==> src/rtl/mem_access_unit_pkg.sv <==
// Shared definitions for the load/store initiator: funct3 codes, word size,
// FSM states and request-decoding helpers.
package mem_access_unit_pkg;

  localparam int unsigned WORDSIZE = 32;

  localparam logic [2:0] FUNCT_LB  = 3'b000;
  localparam logic [2:0] FUNCT_LH  = 3'b001;
  localparam logic [2:0] FUNCT_LW  = 3'b010;
  localparam logic [2:0] FUNCT_LBU = 3'b100;
  localparam logic [2:0] FUNCT_LHU = 3'b101;
  localparam logic [2:0] FUNCT_SB  = 3'b000;
  localparam logic [2:0] FUNCT_SH  = 3'b001;
  localparam logic [2:0] FUNCT_SW  = 3'b010;

  typedef enum logic [1:0] {
    MAU_IDLE   = 2'd0,
    MAU_ACCESS = 2'd1,
    MAU_RESP   = 2'd2
  } mau_state_t;

  function automatic logic f3_illegal(input logic write, input logic [2:0] funct3);
    if (write)
      return !(funct3 == FUNCT_SB || funct3 == FUNCT_SH || funct3 == FUNCT_SW);
    else
      return (funct3 == 3'b011 || funct3 == 3'b110 || funct3 == 3'b111);
  endfunction

  // Index of the final byte (N-1); funct3[1:0] selects byte/half/word.
  function automatic logic [1:0] last_idx(input logic [2:0] funct3);
    case (funct3[1:0])
      2'b00:   return 2'd0;
      2'b01:   return 2'd1;
      default: return 2'd3;
    endcase
  endfunction

endpackage

==> src/rtl/mem_access_unit_load_extend.sv <==
// Sign/zero extension of the assembled load shift register by funct3.
module load_extend
  import mem_access_unit_pkg::*;
(
  input  logic [2:0]          funct3,
  input  logic [WORDSIZE-1:0] shreg,
  output logic [WORDSIZE-1:0] ext
);

  always_comb begin
    ext = '0;
    case (funct3)
      FUNCT_LB:  ext = {{24{shreg[7]}}, shreg[7:0]};
      FUNCT_LBU: ext = {24'd0, shreg[7:0]};
      FUNCT_LH:  ext = {{16{shreg[15]}}, shreg[15:0]};
      FUNCT_LHU: ext = {16'd0, shreg[15:0]};
      FUNCT_LW:  ext = shreg;
      default:   ext = '0;
    endcase
  end

endmodule

==> src/rtl/mem_access_unit.sv <==
// Multi-cycle byte-serial load/store initiator, MSB at lowest address,
// with misalignment / illegal-funct3 detection and a one-cycle response.
module mem_access_unit
  import mem_access_unit_pkg::*;
#(
  parameter bit CHECK_ALIGN = 1'b1
) (
  input  logic                CLK,
  input  logic                reset,
  input  logic                req_valid,
  output logic                req_ready,
  input  logic                req_write,
  input  logic [2:0]          req_funct3,
  input  logic [WORDSIZE-1:0] req_addr,
  input  logic [WORDSIZE-1:0] req_wdata,
  output logic                resp_valid,
  output logic [WORDSIZE-1:0] resp_rdata,
  output logic                resp_err,
  output logic [WORDSIZE-1:0] mem_addr,
  output logic                mem_we,
  output logic [7:0]          mem_wdata,
  input  logic [7:0]          mem_rdata
);

  mau_state_t r_state, r_next;

  logic                r_write;
  logic [2:0]          r_funct3;
  logic [WORDSIZE-1:0] r_addr;
  logic [WORDSIZE-1:0] r_wdata;
  logic [1:0]          r_last;
  logic [1:0]          r_cnt;
  logic [WORDSIZE-1:0] r_shreg;
  logic                r_err;

  logic                w_misalign;
  logic                w_err;
  logic [1:0]          w_byte_sel;
  logic [WORDSIZE-1:0] w_ext;

  assign w_misalign = CHECK_ALIGN &&
                      (((req_funct3[1:0] == 2'b01) && req_addr[0]) ||
                       ((req_funct3[1:0] == 2'b10) && (req_addr[1:0] != 2'b00)));
  assign w_err      = f3_illegal(req_write, req_funct3) || w_misalign;

  always_ff @(posedge CLK or negedge reset) begin
    if (!reset) r_state <= MAU_IDLE;
    else        r_state <= r_next;
  end

  always_comb begin
    r_next = r_state;
    case (r_state)
      MAU_IDLE:   if (req_valid) r_next = w_err ? MAU_RESP : MAU_ACCESS;
      MAU_ACCESS: if (r_cnt == r_last) r_next = MAU_RESP;
      MAU_RESP:   r_next = MAU_IDLE;
      default:    r_next = MAU_IDLE;
    endcase
  end

  always_ff @(posedge CLK or negedge reset) begin
    if (!reset) begin
      r_write  <= 1'b0;
      r_funct3 <= '0;
      r_addr   <= '0;
      r_wdata  <= '0;
      r_last   <= '0;
      r_cnt    <= '0;
      r_shreg  <= '0;
      r_err    <= 1'b0;
    end else begin
      case (r_state)
        MAU_IDLE: begin
          if (req_valid) begin
            r_write  <= req_write;
            r_funct3 <= req_funct3;
            r_addr   <= req_addr;
            r_wdata  <= req_wdata;
            r_last   <= last_idx(req_funct3);
            r_err    <= w_err;
            r_cnt    <= '0;
            r_shreg  <= '0;
          end
        end
        MAU_ACCESS: begin
          r_cnt <= r_cnt + 2'd1;
          if (!r_write) r_shreg <= {r_shreg[23:0], mem_rdata};
        end
        default: ;
      endcase
    end
  end

  load_extend u_load_extend (
    .funct3 (r_funct3),
    .shreg  (r_shreg),
    .ext    (w_ext)
  );

  // Store bytes go out MSB-first: byte k comes from lane (N-1-k) of wdata.
  assign w_byte_sel = r_last - r_cnt;

  assign req_ready  = (r_state == MAU_IDLE);
  assign resp_valid = (r_state == MAU_RESP);
  assign resp_err   = (r_state == MAU_RESP) && r_err;
  assign resp_rdata = ((r_state == MAU_RESP) && !r_write && !r_err) ? w_ext : '0;
  assign mem_we     = (r_state == MAU_ACCESS) && r_write;
  assign mem_addr   = (r_state == MAU_ACCESS) ? (r_addr + {30'd0, r_cnt}) : '0;
  assign mem_wdata  = mem_we ? r_wdata[{w_byte_sel, 3'b000} +: 8] : '0;

endmodule
==> config.mk <==
export PLATFORM = sky130hd
export DESIGN_NAME = mem_access_unit
export DESIGN_NICKNAME = d
export VERILOG_FILES = /design/src/rtl/mem_access_unit_pkg.sv /design/src/rtl/mem_access_unit_load_extend.sv /design/src/rtl/mem_access_unit.sv
export SDC_FILE = /design/constraint.sdc
export NUM_CORES = 1
export LEC_CHECK = 0
export CORE_MARGIN = 1
export CORE_UTILIZATION = 45
export CTS_BUF_LIST = sky130_fd_sc_hd__clkbuf_2
export DETAILED_ROUTE_END_ITERATION = 6
export PLACE_DENSITY = 0.88
export SYNTH_ARGS = -nofsm -noshare
export SYNTH_HDL_FRONTEND = slang
export SYNTH_SLANG_ARGS = --single-unit
==> constraint.sdc <==
create_clock -name CLK -period 2.5 [get_ports CLK]
set_clock_uncertainty 0.2 [all_clocks]
set_input_delay 0.25 -clock CLK [delete_from_list [all_inputs] [get_ports CLK]]
set_output_delay 0.25 -clock CLK [all_outputs]
set_load 0.01 [all_outputs]
Yosys cells after proc, flatten, opt, wreduce, memory -nomap -nowiden --
Index checks and enable logic that the tools add are counted.
Word-level totals: flip-flop bits (word level) 107, output and inout bits 76, bits of input ports 79, logic and storage cells 70
Cells by class: shift-type cells 1, $add $sub $neg 3, reductions and logical operators 25, equal/unequal tests 17, muxes and demuxes 15
Operator list (count):
- 32-bit one-hot mux with 5 select lines | 1
- 32-bit two-way mux | 4
- 32-bit one-hot mux with 2 select lines | 1
- 32-bit by 2-bit adder with 32-bit output | 1
- 32-bit by 6-bit indexed part select with 8-bit output | 1
- 3-bit == test (second input constant) | 4
- 2-bit one-hot mux with 2 select lines | 3
- 3-bit by 2-bit == test with 1-bit output (second input constant) | 3
- 2-bit two-way mux | 4
- 8-bit two-way mux | 1
- 3-bit by 1-bit == test with 1-bit output (second input constant) | 2
- 1-bit logical AND | 6
- 3-bit zero test | 2
- 1-bit logical OR | 6
- 2-bit inequality test (second input constant) | 3
- 2-bit AND reduction | 3
- 2-bit by 1-bit == test with 1-bit output (second input constant) | 2
- 2-bit == test (second input constant) | 2
- 2-bit zero test | 2
- 2-bit nonzero test | 2
- 1-bit zero test | 3
- 3-bit AND reduction | 1
- 2-bit by 1-bit adder with 2-bit output (second input constant) | 1
- 2-bit == test | 1
- other kinds (2) | 2

Longest topological paths before layout --
Gate-level depths: netlist of run 1.
depth in word-level cells 9, gate-level depth with buffers 7, depth with buffers taken out 6

Cells and area by module --
Synthesis of run 1 repeated with hierarchy kept, for this count alone.
Second synthesis, totals: cell total of the unflattened synthesis 675, area total of the unflattened synthesis 5945.7 µm²
Modules (own cells, without submodules):
- mem_access_unit | instances 1, sequential area each 2677.6 µm², cells each 604, area each 5363.9 µm²
- load_extend | instances 1, sequential area each 0.0 µm², cells each 71, area each 581.8 µm²

Worst setup path after synthesis of run 1 --
Ideal clock, no wire load.
path kind register to output, from reg r_cnt[1], to out mem_addr[17], data arrival time 2.077 ns, buffers on the path 2, path slack -0.027 ns, data required time 2.050 ns, stages on the path, launching flop included 8, path through dfrtp_1 > ha_1 > a21oi_1 > or3_1 > buf_2 > buf_6 > or4_1 > a21oi_1
Between the ends: word-level cells in the longest chain between the ends 2
RTL lines:
- start: declaration | line mem_access_unit.sv:32 | logic [1:0] r_cnt;
- start signal: assignment | line mem_access_unit.sv:86 | r_cnt <= r_cnt + 2'd1;
- 32-bit by 2-bit adder with 32-bit output | line mem_access_unit.sv:108 | assign mem_addr = (r_state == MAU_ACCESS) ? (r_addr + {30'd0, r_cnt}) : '0;
- 32-bit two-way mux | line mem_access_unit.sv:108
- end: declaration | line mem_access_unit.sv:19 | output logic [WORDSIZE-1:0] mem_addr,
No other way between the ends.

Worst setup path in the final report of run 1 --
from reg r_addr[0], to out mem_addr[24]
Between the ends: word-level cells in the longest chain between the ends 2
RTL lines:
- start: declaration | line mem_access_unit.sv:29 | logic [WORDSIZE-1:0] r_addr;
- start signal: assignment | line mem_access_unit.sv:77 | r_addr <= req_addr;
- 32-bit by 2-bit adder with 32-bit output | line mem_access_unit.sv:108
- 32-bit two-way mux | line mem_access_unit.sv:108
No other way between the ends.

==> results of run 1 <==
==> layout make-up <==
class,count,area [sq um],area share (%)
multi-input combinational,485,3180,34.2
timing repair buffer,340,3100,33.3
sequential,107,2680,28.9
tap,143,179,1.93
clock inverter,6,81.3,0.876
clock buffer,10,50.0,0.539
inverter,5,18.8,0.202
==> power groups by stage <==
stage / clock network (mW) / registers [mW] / logic (mW)
2_1_floorplan: 0 / 2.87 / 2.18
3_3_place_gp: 0 / 2.82 / 3.75
3_5_place_dp: 0 / 2.88 / 3.89
4_1_cts: 0.892 / 2.86 / 5.11
5_1_grt: 0.997 / 3.01 / 6.26
6_report: 0.906 / 2.96 / 5.89
==> layer usage <==
layer,track usage [%],vias to the layer above,wire length (um)
met1,37.3,3086,7800
li1,-,2801,-
met5,0,-,0
met2,56.4,436,11200
met4,17.9,0,1110
met3,4.95,104,1650
==> cell families after synthesis <==
logic type               Yosys count  share of synthesized area, %
XOR/XNOR                          14                          2.26
buffers and inverters             43                          3.21
AO/OA/AOI/OAI                    113                          13.5
AND/OR/NAND/NOR                  334                          27.2
multiplexers                      18                          3.33
adder cells (fa/ha/maj)            4                          1.06
flip-flops                       107                          49.4
==> sequential cells by signal, summed over array words and instances (netlist names) <==
register  count
r_addr       32
r_cnt         2
r_err         1
r_funct3      3
r_last        2
r_shreg      32
r_state       2
r_wdata      32
r_write       1
==> cells in the final DEF (no fill, tap or decap), types with 5 or more instances in the layout <==
cell type        synthesis  final
a21oi_1                 43     11
a21oi_2                  0     27
a21oi_4                  0      5
a22o_1                  32     32
and2_1                   7      5
and3_4                   0      7
buf_12                   0      9
buf_2                    1     58
buf_4                    1     78
buf_6                    1     41
clkbuf_2                 0     11
clkdlybuf4s50_1          0     77
dfrtp_1                107    104
dlygate4sd3_1            0     67
inv_1                    5      5
mux2i_1                 18     15
nand2_1                239    226
nand2_2                  0      5
nand2_4                  0      7
nand3_1                 12      9
nand4_1                  9      9
nor2_1                  17     14
o21ai_0                 15     15
o22ai_1                  8      7
o31ai_1                 10      7
or3_4                    0      5
or4_1                   11      7
xnor2_1                  8      6
==> timing repair <==
item	CTS	global route
cloned	6	2
setup buffers	41	22
pin swaps	53	27
resized for setup	398	78
hold buffers	64	4
endpoints found under the setup margin	74	73
hold endpoints to repair	168	4
==> critical path: stages (launching register included) <==
cell     delay (ns)
dfrtp_1        0.49
ha_4           0.16
fa_2           0.20
and4_4         0.21
nand4_1        0.15
buf_6          0.19
or4_4          0.41
a21oi_2        0.13
buf_2          0.15
==> metrics by stage <==
stage                     setup WS (ns)  instances
final                            -0.674       1096
after global placement           -0.363        950
after floorplan                  0.0147        633
after CTS                        -0.683       1076
after global routing             -0.837       1096
after detailed placement         -0.421        950
==> path summary, 6_finish.rpt <==
path / endpoint / slack, ns / depth (start not counted) / start
min: r_shreg[5] / 0.001 / 2 / mem_rdata[5]
min in group asynchronous: r_cnt[1] / 0.37 / 3 / reset
max: mem_addr[24] / -0.67 / 8 / r_addr[0]
max in group asynchronous: r_shreg[26] / 1.18 / 4 / reset
min reg2reg: r_wdata[14] / 0.33 / 2 / r_wdata[14]
max reg2reg: r_shreg[15] / 0.53 / 6 / r_state[0]
==> summary.md, run 1 <==
| Metric | Value |
|---|---|
| Sw frac | `43.5%` |
| Violated checks | `DRC, setup timing` |
| # rows | `39` |
| Most common library cells after synthesis | `239 x nand2_1, 107 x dfrtp_1, 43 x a21oi_1` |
| Proportion of synthesized flip-flops having asynchronous set or reset | `100%` |
| Number of DRC violations after detailed-routing iteration 0 | `774` |
| Cell taking the most area after synthesis | `dfrtp_1` |
| Status | `finished, violations left` |
| Total Nets Final | `1031` |
| Number of antenna violations at the first check in global routing | `0` |
| Max capacitance violation total | `0` |
| Maximum fanout encountered on the critical timing path | `7` |
| Internal | `5.51 mW` |
| Crit Path Class | `reg -> out` |
| Area fraction of the dominant cell type after synthesis | `49.4%` |
| Global route total overflow | `0` |
| DRC | `10` |
| Most common flop cell mapped by yosys | `dfrtp_1` |
| Half-perimeter wire length after detailed placement | `11000 um` |
| Launching element type of the critical path | `flop` |
| Worst rel slew slack | `74.3%` |
| Number of library cell types mapped by synthesis | `40` |
| H-tree level count | `3` |
| Register bit total from synthesis | `107` |
| Vias/cell | `5.86` |
| Post-synthesis average cell area | `8.55 sq um` |
| Synth Instances | `633` |
| Max Freq | `315 MHz` |
| Power density over the cells | `1050 nW/um^2` |
| Sequential element share of the synthesized area | `49.4%` |
| Most frequent cell after synthesis | `nand2_1` |
| Yosys Warn Count | `0` |
| Crit end category | `output port` |
| Maximum VDD drop | `654 uV` |
| Post-detailed-route wirelength per cell | `19.8 um` |
| Total setup violations reported at the end of the flow | `72` |
| Clock tree from TritonCTS | `built` |
| Antenna viol nets, final | `0` |
| Post-layout worst setup margin | `-0.674 ns` |
| Final Hold Slack | `0.00107 ns` |
| Pin count of the biggest net entering global routing | `66` |
| CTS Root Buffer Type | `clkbuf_2` |
| Clock insertion delay at the later pin of the skew report | `0.67 ns` |
| Setup repair after global routing missed its margin | `yes` |
| Type of the tightest min-delay check | `in -> reg` |
| Total I/O pin count | `155` |
| Fin. Hold Viols | `0` |
| Routed via count | `6427` |
| Tightest Pin Transition | `0.386 ns` |
| Number of flops mapped to enable cells by yosys | `0` |
| Net count of the mapped netlist | `716` |
| Initial Utilization | `46.8%` |
| RD Place Congestion | `0.937` |
| Area of the die | `12500 sq um` |
| Number of buffers added on ports | `154` |
| Clock network power share | `9.3%` |
| Switching component of the power | `4.25 mW` |
| Time the worst path needs with I/O delays and setup | `3.17 ns` |
| Height of the die | `112 um` |
| Area of the placeable core | `11600 sq um` |
| Area of placed instances | `7470 sq um` |
| Data arrival time of the critical path | `2.72 ns` |
| Num CTS Buffers | `9` |
| Global-route wire length before repair | `31500 um` |
| Sequential share of power | `30.4%` |
| Via count of the first global-routing pass | `6283` |
| Longest Clk Path Bufs | `2` |
| Clock sink count | `107` |
| Leading post-synthesis cells by cell area | `dfrtp_1 49%, nand2_1 17%, a22o_1 5.2%` |
| 1st-pass router iterations | `7` |
| CP required | `2.05 ns` |
| Diodes inserted | `0` |
| Layout Area Growth over Synthesis | `71.4%` |
| Max-slew violation count | `0` |
| Sum of internal, switching and leakage power | `9.76 mW` |
| Proportion of power drawn by combinational gates | `60.4%` |
| Summed area of non-filler cells in the final layout | `9280 sq um` |
| Reg clk slew, reported paths | `0.37 ns` |
| Horiz. Die Dim | `112 um` |
| Number of fillers in the final layout | `652` |
| Tcrit/Tclk final | `127%` |
| Final wirelength | `21700 um` |
| Netlist area before placement | `5420 sq um` |
| Fin util | `80.3%` |
| Total negative slack | `-25.16 ns` |
| Overall routing resource usage | `32.0%` |
| Layout cells sized above 1 | `32.5%` |
| Lkg Pwr | `4.47 nW` |
No activity file was read; power rests on OpenSTA's default activity.
==> inputs of run 2 (changes only) <==
--- a/config.mk
+++ b/config.mk
@@ -9,6 +9,8 @@
 export CORE_UTILIZATION = 45
 export CTS_BUF_LIST = sky130_fd_sc_hd__clkbuf_2
 export DETAILED_ROUTE_END_ITERATION = 6
+export GPL_TIMING_DRIVEN = 0
+export MAX_ROUTING_LAYER = met4
 export PLACE_DENSITY = 0.88
 export SYNTH_ARGS = -nofsm -noshare
 export SYNTH_HDL_FRONTEND = slang
==> summary.md, run 2 (synthesis gave the netlist of run 1 again) <==
| Metric | Value |
|---|---|
| Internal | `4.83 mW (-12%)` |
| Num CTS Buffers | `9 (unchanged)` |
| Antenna viol nets, final | `0 (unchanged)` |
| Setup repair after global routing missed its margin | `yes` |
| Area of the placeable core | `11600 sq um (unchanged)` |
| Routed via count | `5981 (-6.9%)` |
| Post-layout worst setup margin | `-0.808 ns (-0.134 ns)` |
| Overall routing resource usage | `30.4% (-1.7 points)` |
| Met3 WL post-DR | `1230 um (-25%)` |
| Top Metal Used | `met4` |
| Proportion of power drawn by combinational gates | `53.6% (-6.8 points)` |
| 1st-pass router iterations | `7 (unchanged)` |
| Tightest Pin Transition | `0.651 ns (+0.265 ns)` |
| Sw frac | `44.1% (+0.57 points)` |
| Tcrit/Tclk final | `132% (+5.4 points)` |
| Total Nets Final | `1009 (-2.1%)` |
| Pin count of the biggest net entering global routing | `76 (+15%)` |
| Max-slew violation count | `0 (unchanged)` |
| Lkg Pwr | `4.15 nW (-7.1%)` |
| Total I/O pin count | `155 (unchanged)` |
| Clock insertion delay at the later pin of the skew report | `0.61 ns (-0.06 ns)` |
| Cell at the slowest stage of the critical path | `dfrtp_1` |
| Status | `finished, violations left` |
| Switching component of the power | `3.81 mW (-10%)` |
| Area of the die | `12500 sq um (unchanged)` |
| Initial Utilization | `46.8% (unchanged)` |
| Clock tree from TritonCTS | `built` |
| Horiz. Die Dim | `112 um (unchanged)` |
| List of cells traversed by the critical path | `ha_4 > fa_2 > and4_4 > nand4_1 > clkbuf_8 > or3_1 > a21oi_1 > clkdlybuf4s15_2` |
| H-tree level count | `3 (unchanged)` |
| Total setup violations reported at the end of the flow | `70 (-2.8%)` |
| Origin of the critical flop-to-flop path | `r_state[1]` |
| Maximum fanout encountered on the critical timing path | `7 (unchanged)` |
| Post-detailed-route wirelength per cell | `17.9 um (-9.5%)` |
| Layout Area Growth over Synthesis | `63.6%` |
| Hold Path Stages | `2 (unchanged)` |
| Number of buffers added on ports | `154 (unchanged)` |
| Worst slack, placed | `-0.756 ns (-0.336 ns)` |
| Power density over the cells | `975 nW/um^2 (-7.2%)` |
| CTS Root Buffer Type | `clkbuf_2` |
| Layout cells sized above 1 | `27.4% (-5.1 points)` |
| Maximum VDD drop | `536 uV (-18%)` |
| # rows | `39 (unchanged)` |
| Vias/cell | `5.56 (-5.1%)` |
| Worst rel slew slack | `56.6% (-18 points)` |
| Final wirelength | `19300 um (-11%)` |
| Number of DRC violations after detailed-routing iteration 0 | `618 (-20%)` |
| Violated checks | `DRC, setup timing` |
| Global route total overflow | `0 (unchanged)` |
| Worst path max stage delay | `0.47 ns (-0.02 ns)` |
| Launching element type of the critical path | `flop` |
| Post-placement cell count | `931 (-2.0%)` |
| Global-route wire length before repair | `29000 um (-7.9%)` |
| Count of cells along the worst register-to-register path | `6 (unchanged)` |
| Data arrival time of the critical path | `2.86 ns (+0.14 ns)` |
| Crit Path Class | `reg -> out` |
| CP required | `2.05 ns (about the same)` |
| Post-route non-filler standard cell count | `1075 (-1.9%)` |
| Crit end category | `output port` |
| Hold Crit Start | `mem_rdata[2]` |
| Reg clk slew, reported paths | `0.32 ns (-0.05 ns)` |
| Longest Clk Path Bufs | `2 (unchanged)` |
| Total negative slack | `-26.21 ns (-1.05 ns)` |
| Fin. Hold Viols | `0 (unchanged)` |
| Max capacitance violation total | `0 (unchanged)` |
| DRC | `10 (unchanged)` |
| Sequential share of power | `36.3% (+5.9 points)` |
| Clock sink count | `107 (unchanged)` |
| RD Place Congestion | `0.892 (-4.7%)` |
| Clock network power share | `10.1% (+0.8 points)` |
| Number of antenna violations at the first check in global routing | `1 (+1)` |
| Commonest cells after routing, fill and taps aside | `236 x nand2_1, 96 x dfrtp_1, 78 x clkdlybuf4s50_1` |
| Setup crit start | `r_addr[0]` |
| WL met2 | `9810 um (-12%)` |
| Most common cell after layout, fill and taps aside | `nand2_1` |
| Half-perimeter wire length after detailed placement | `10900 um (-0.81%)` |
| Max Freq | `302 MHz (-4.1%)` |
| Via count of the first global-routing pass | `5878 (-6.4%)` |
| Time the worst path needs with I/O delays and setup | `3.31 ns (+0.134 ns)` |
| Type of the tightest min-delay check | `in -> reg` |
| Top flop regs | `r_addr: 32 flops, r_shreg: 32 flops, r_wdata: 32 flops` |
| Height of the die | `112 um (unchanged)` |
| Detailed-route wire length on metal 1 | `7700 um (-1.3%)` |
run 2: worst paths after layout:
kind,to,slack (ns)
setup / recovery,mem_addr[22],-0.81
hold / removal,r_shreg[2],0.04
setup reg to reg,r_shreg[20],0.12
hold reg to reg,r_wdata[31],0.32
max in group asynchronous,r_cnt[0],1.24
min in group asynchronous,r_shreg[29],0.49
run 2: power groups by stage:
stage	logic (mW)	clock network, mW	registers, mW
finish	4.63	0.873	3.13
global route	5.00	0.940	3.20
detailed placement	3.27	0	3.04
global placement	3.18	0	3.01
floorplan	2.18	0	2.87
CTS	4.08	0.879	3.02
run 2: layout make-up:
cell class                 instances  area, sq um
inverter                           5         18.8
clock inverter                     6         82.6
tap                              143          179
buffer                            34          191
sequential                       107         2690
timing repair buffer             286         2590
antenna                            1         2.50
fill                             748         2710
clock buffer                      10         50.0
multi-input combinational        483         3050
run 2: repair_timing:
| action | 4_1_cts | 5_1_grt |
|---|---|---|
| hold endpoints to repair | 172 | 4 |
| gates cloned | 3 | 0 |
| hold buffers | 68 | 4 |
| pin swaps | 26 | 30 |
| resized for setup | 380 | 79 |
| setup buffers | 44 | 16 |
| setup endpoints to repair | 73 | 103 |
run 2: metal layers:
| layer | vias to the layer above | GRT usage [%] |
|---|---|---|
| li1 | 2749 | - |
| met1 | 2886 | 36.7 |
| met4 | 0 | 11.4 |
| met2 | 299 | 51.3 |
| met3 | 47 | 4.57 |
| met5 | - | - |
run 2: through the flow:
| step | hold slack [ns] | cell area [sq um] | utilization [%] | power, mW |
|---|---|---|---|---|
| detailed placement | 0.0303 | 7160 | 61.9 | 6.30 |
| global placement | 0.259 | 7140 | 61.7 | 6.18 |
| CTS | 0.00346 | 8510 | 73.6 | 7.98 |
| global route | 0.0111 | 8860 | 76.6 | 9.14 |
| floorplan | -0.246 | 5420 | - | 5.05 |
| finish | 0.0413 | 8860 | 76.6 | 8.64 |
run 2: worst max-delay path: cells and delay by family, from the launching register on:
kind,cells,cell delay [ns]
buffers and inverters,2,0.48
adders and majority gates,2,0.36
DFF,1,0.47
AOI/OAI and AO/OA,1,0.21
and+or+nand+nor,3,0.74
==> inputs of run 3 (changes only) <==
--- a/config.mk
+++ b/config.mk
@@ -5,7 +5,7 @@
 export SDC_FILE = /design/constraint.sdc
 export NUM_CORES = 1
 export LEC_CHECK = 0
-export CORE_MARGIN = 1
+export CORE_MARGIN = 3
 export CORE_UTILIZATION = 45
 export CTS_BUF_LIST = sky130_fd_sc_hd__clkbuf_2
 export DETAILED_ROUTE_END_ITERATION = 6
==> summary.md, run 3 (synthesis gave the netlist of run 1 again) <==
| Metric | Value |
|---|---|
| Status | `finished, violations left` |
| Violated checks | `setup timing` |
| RD Place Congestion | `0.875 (-2.0%)` |
| Max capacitance violation total | `0 (unchanged)` |
| Total Nets Final | `1010 (+0.099%)` |
| Max-slew violation count | `0 (unchanged)` |
| Number of buffers added on ports | `154 (unchanged)` |
| Area of placed instances | `7160 sq um (unchanged)` |
| Layout cells sized above 1 | `29.8% (+2.4 points)` |
| Longest Clk Path Bufs | `2 (unchanged)` |
| Origin of the critical flop-to-flop path | `r_state[1]` |
| Final wirelength | `20300 um (+5.3%)` |
| Worst slack, placed | `-0.741 ns (+0.0152 ns)` |
| Post-route non-filler standard cell count | `1076 (+0.093%)` |
| Setup repair after global routing missed its margin | `yes` |
| Half-perimeter wire length after detailed placement | `11200 um (+3.3%)` |
| Clock insertion delay at the later pin of the skew report | `0.57 ns (-0.04 ns)` |
| Global route total overflow | `0 (unchanged)` |
| DRC | `0 (-10)` |
| Maximum fanout encountered on the critical timing path | `7 (unchanged)` |
| Lkg Pwr | `4.18 nW (+0.72%)` |
| Clock sink count | `107 (unchanged)` |
| Reg clk slew, reported paths | `0.30 ns (-0.02 ns)` |
| H-tree level count | `3 (unchanged)` |
| Post-detailed-route wirelength per cell | `18.9 um (+5.2%)` |
| Worst rel slew slack | `58.6% (+2.0 points)` |
| Crit Path Class | `reg -> out` |
| Number of DRC violations after detailed-routing iteration 0 | `734 (+19%)` |
| FF-to-FF setup slack | `0.02 ns (-0.10 ns)` |
| # rows | `39 (unchanged)` |
| Max Freq | `318 MHz (+5.2%)` |
| Area of the die | `13400 sq um (+7.3%)` |
| Overall routing resource usage | `29.0% (-1.4 points)` |
| Fin util | `77.6% (+1.0 points)` |
| Most common cell after layout, fill and taps aside | `nand2_1` |
| Reg-to-reg critical path endpoint | `r_shreg[17]` |
| Tightest Pin Transition | `0.620 ns (-0.0307 ns)` |
| Power density over the cells | `963 nW/um^2 (-1.2%)` |
| CP required | `2.05 ns (about the same)` |
| Global-route wire length before repair | `29600 um (+2.0%)` |
| Total setup violations reported at the end of the flow | `68 (-2.9%)` |
| FF/Latch Area | `2690 sq um (about the same)` |
| Hold EP | `r_shreg[0]` |
| Initial Utilization | `46.6% (-0.20 points)` |
| Count of cells along the worst register-to-register path | `7 (+1)` |
| Type of the tightest min-delay check | `in -> reg` |
| Tcrit/Tclk final | `126% (-6.6 points)` |
| Number of fillers in the final layout | `719 (-3.9%)` |
| Area of the placeable core | `11600 sq um (+0.42%)` |
| Cell at the slowest stage of the critical path | `dfrtp_2` |
| Area taken by multi-input logic gates | `3170 sq um (+4.0%)` |
| Via count of the first global-routing pass | `5978 (+1.7%)` |
| Worst path max stage delay | `0.51 ns (+0.04 ns)` |
| List of cells traversed by the critical path | `ha_4 > a21oi_4 > or3_4 > buf_8 > or4_4 > a21oi_2 > buf_2` |
| Commonest cells after routing, fill and taps aside | `233 x nand2_1, 95 x dfrtp_1, 79 x clkdlybuf4s50_1` |
| Post-layout worst setup margin | `-0.644 ns (+0.165 ns)` |
| Routed via count | `6133 (+2.5%)` |
| Crit end category | `output port` |
| Height of the die | `116 um (+3.6%)` |
| Data arrival time of the critical path | `2.69 ns (-0.17 ns)` |
| CTS Root Buffer Type | `clkbuf_2` |
| Hold Crit Start | `mem_rdata[0]` |
| Fin. Hold Viols | `0 (unchanged)` |
| Total I/O pin count | `155 (unchanged)` |
| Number of antenna violations at the first check in global routing | `1 (unchanged)` |
| Antenna viol nets, final | `0 (unchanged)` |
| Hold Path Stages | `2 (unchanged)` |
| 1st-pass router iterations | `6 (-1)` |
| Summed area of non-filler cells in the final layout | `9010 sq um (+1.8%)` |
| Horiz. Die Dim | `116 um (+3.6%)` |
| Pin count of the biggest net entering global routing | `74 (-2.6%)` |
| Launching element type of the critical path | `flop` |
| Vias/cell | `5.70 (+2.4%)` |
| Top flop regs | `r_addr: 32 flops, r_shreg: 32 flops, r_wdata: 32 flops` |
| Time the worst path needs with I/O delays and setup | `3.14 ns (-0.165 ns)` |
| Num CTS Buffers | `9 (unchanged)` |
| Layout Area Growth over Synthesis | `66.4%` |
| Maximum VDD drop | `559 uV (+4.3%)` |
| Clock tree from TritonCTS | `built` |
| Final Hold Slack | `0.0671 ns (+0.0258 ns)` |
| Post-placement cell count | `931 (unchanged)` |
run 3: cell count changes in the layout (fill, tap and decap cells not counted), sizes merged, moves of 2 or more:
| cell | previous run | this run |
|---|---|---|
| clkbuf | 40 | 38 |
| clkdlybuf4s15 | 4 | 1 |
| buf | 132 | 143 |
| dlygate4sd3 | 71 | 66 |
run 3: area by class of cell:
cell class / count / share of cell area [%]
well taps: 143 / 1.99
diodes: 1 / 0.0278
clock buffers: 10 / 0.555
multi-input cells: 483 / 35.2
flip-flops and latches: 107 / 29.9
clock inverters: 6 / 0.500
repair buffers: 288 / 29.5
inverters: 5 / 0.208
plain buffers: 33 / 2.15
run 3: report_power, final:
group          internal (mW)  switching (mW)
Combinational           2.24            2.56
Sequential              2.41           0.732
Clock                  0.146           0.601
Total                   4.79            3.89
run 3: worst max-delay path, delay by kind of cell, from the launching register on:
family	cells	cell delay, ns
buf+inv	2	0.30
simple gates	2	0.83
fa+ha+maj	1	0.29
flops	1	0.51
compound gates	2	0.20
run 3: routing by layer:
| layer | wire (um) | global-route usage, % | share of wire (%) |
|---|---|---|---|
| met1 | 7840 | 35.2 | 39 |
| met2 | 10400 | 48.8 | 51 |
| met3 | 1390 | 5.27 | 6.9 |
| met4 | 669 | 10.3 | 3.3 |
| met5 | 0 | - | 0 |
run 3: repair_timing:
item | 4_1_cts | 5_1_grt
cloned | 1 | 1
hold endpoints to repair | 168 | 3
pin swaps | 32 | 41
gates resized for setup | 374 | 134
buffers inserted | 49 | 20
endpoints found under the setup margin | 74 | 83
hold buffers | 64 | 3
run 3: metrics by stage:
step / total power, mW / setup TNS, ns
after global placement: 6.20 / -350.69
after CTS: 7.92 / -20.52
after detailed placement: 6.32 / -31.80
final: 8.68 / -22.37
after floorplan: 5.05 / 0
after global routing: 9.18 / -29.96
run 3: worst max-delay path by stage:
stage | start | to | slack, ns | depth (start not counted)
CTS | r_cnt[1] | mem_addr[17] | -0.75 | 8
global route | r_addr[8] | mem_addr[17] | -0.76 | 6
finish | r_cnt[1] | mem_addr[17] | -0.64 | 7
floorplan | r_cnt[1] | mem_addr[17] | 0.01 | 7
detailed placement | r_cnt[0] | mem_addr[30] | -0.74 | 8
global placement | reset | r_wdata[20] | -2.98 | 1
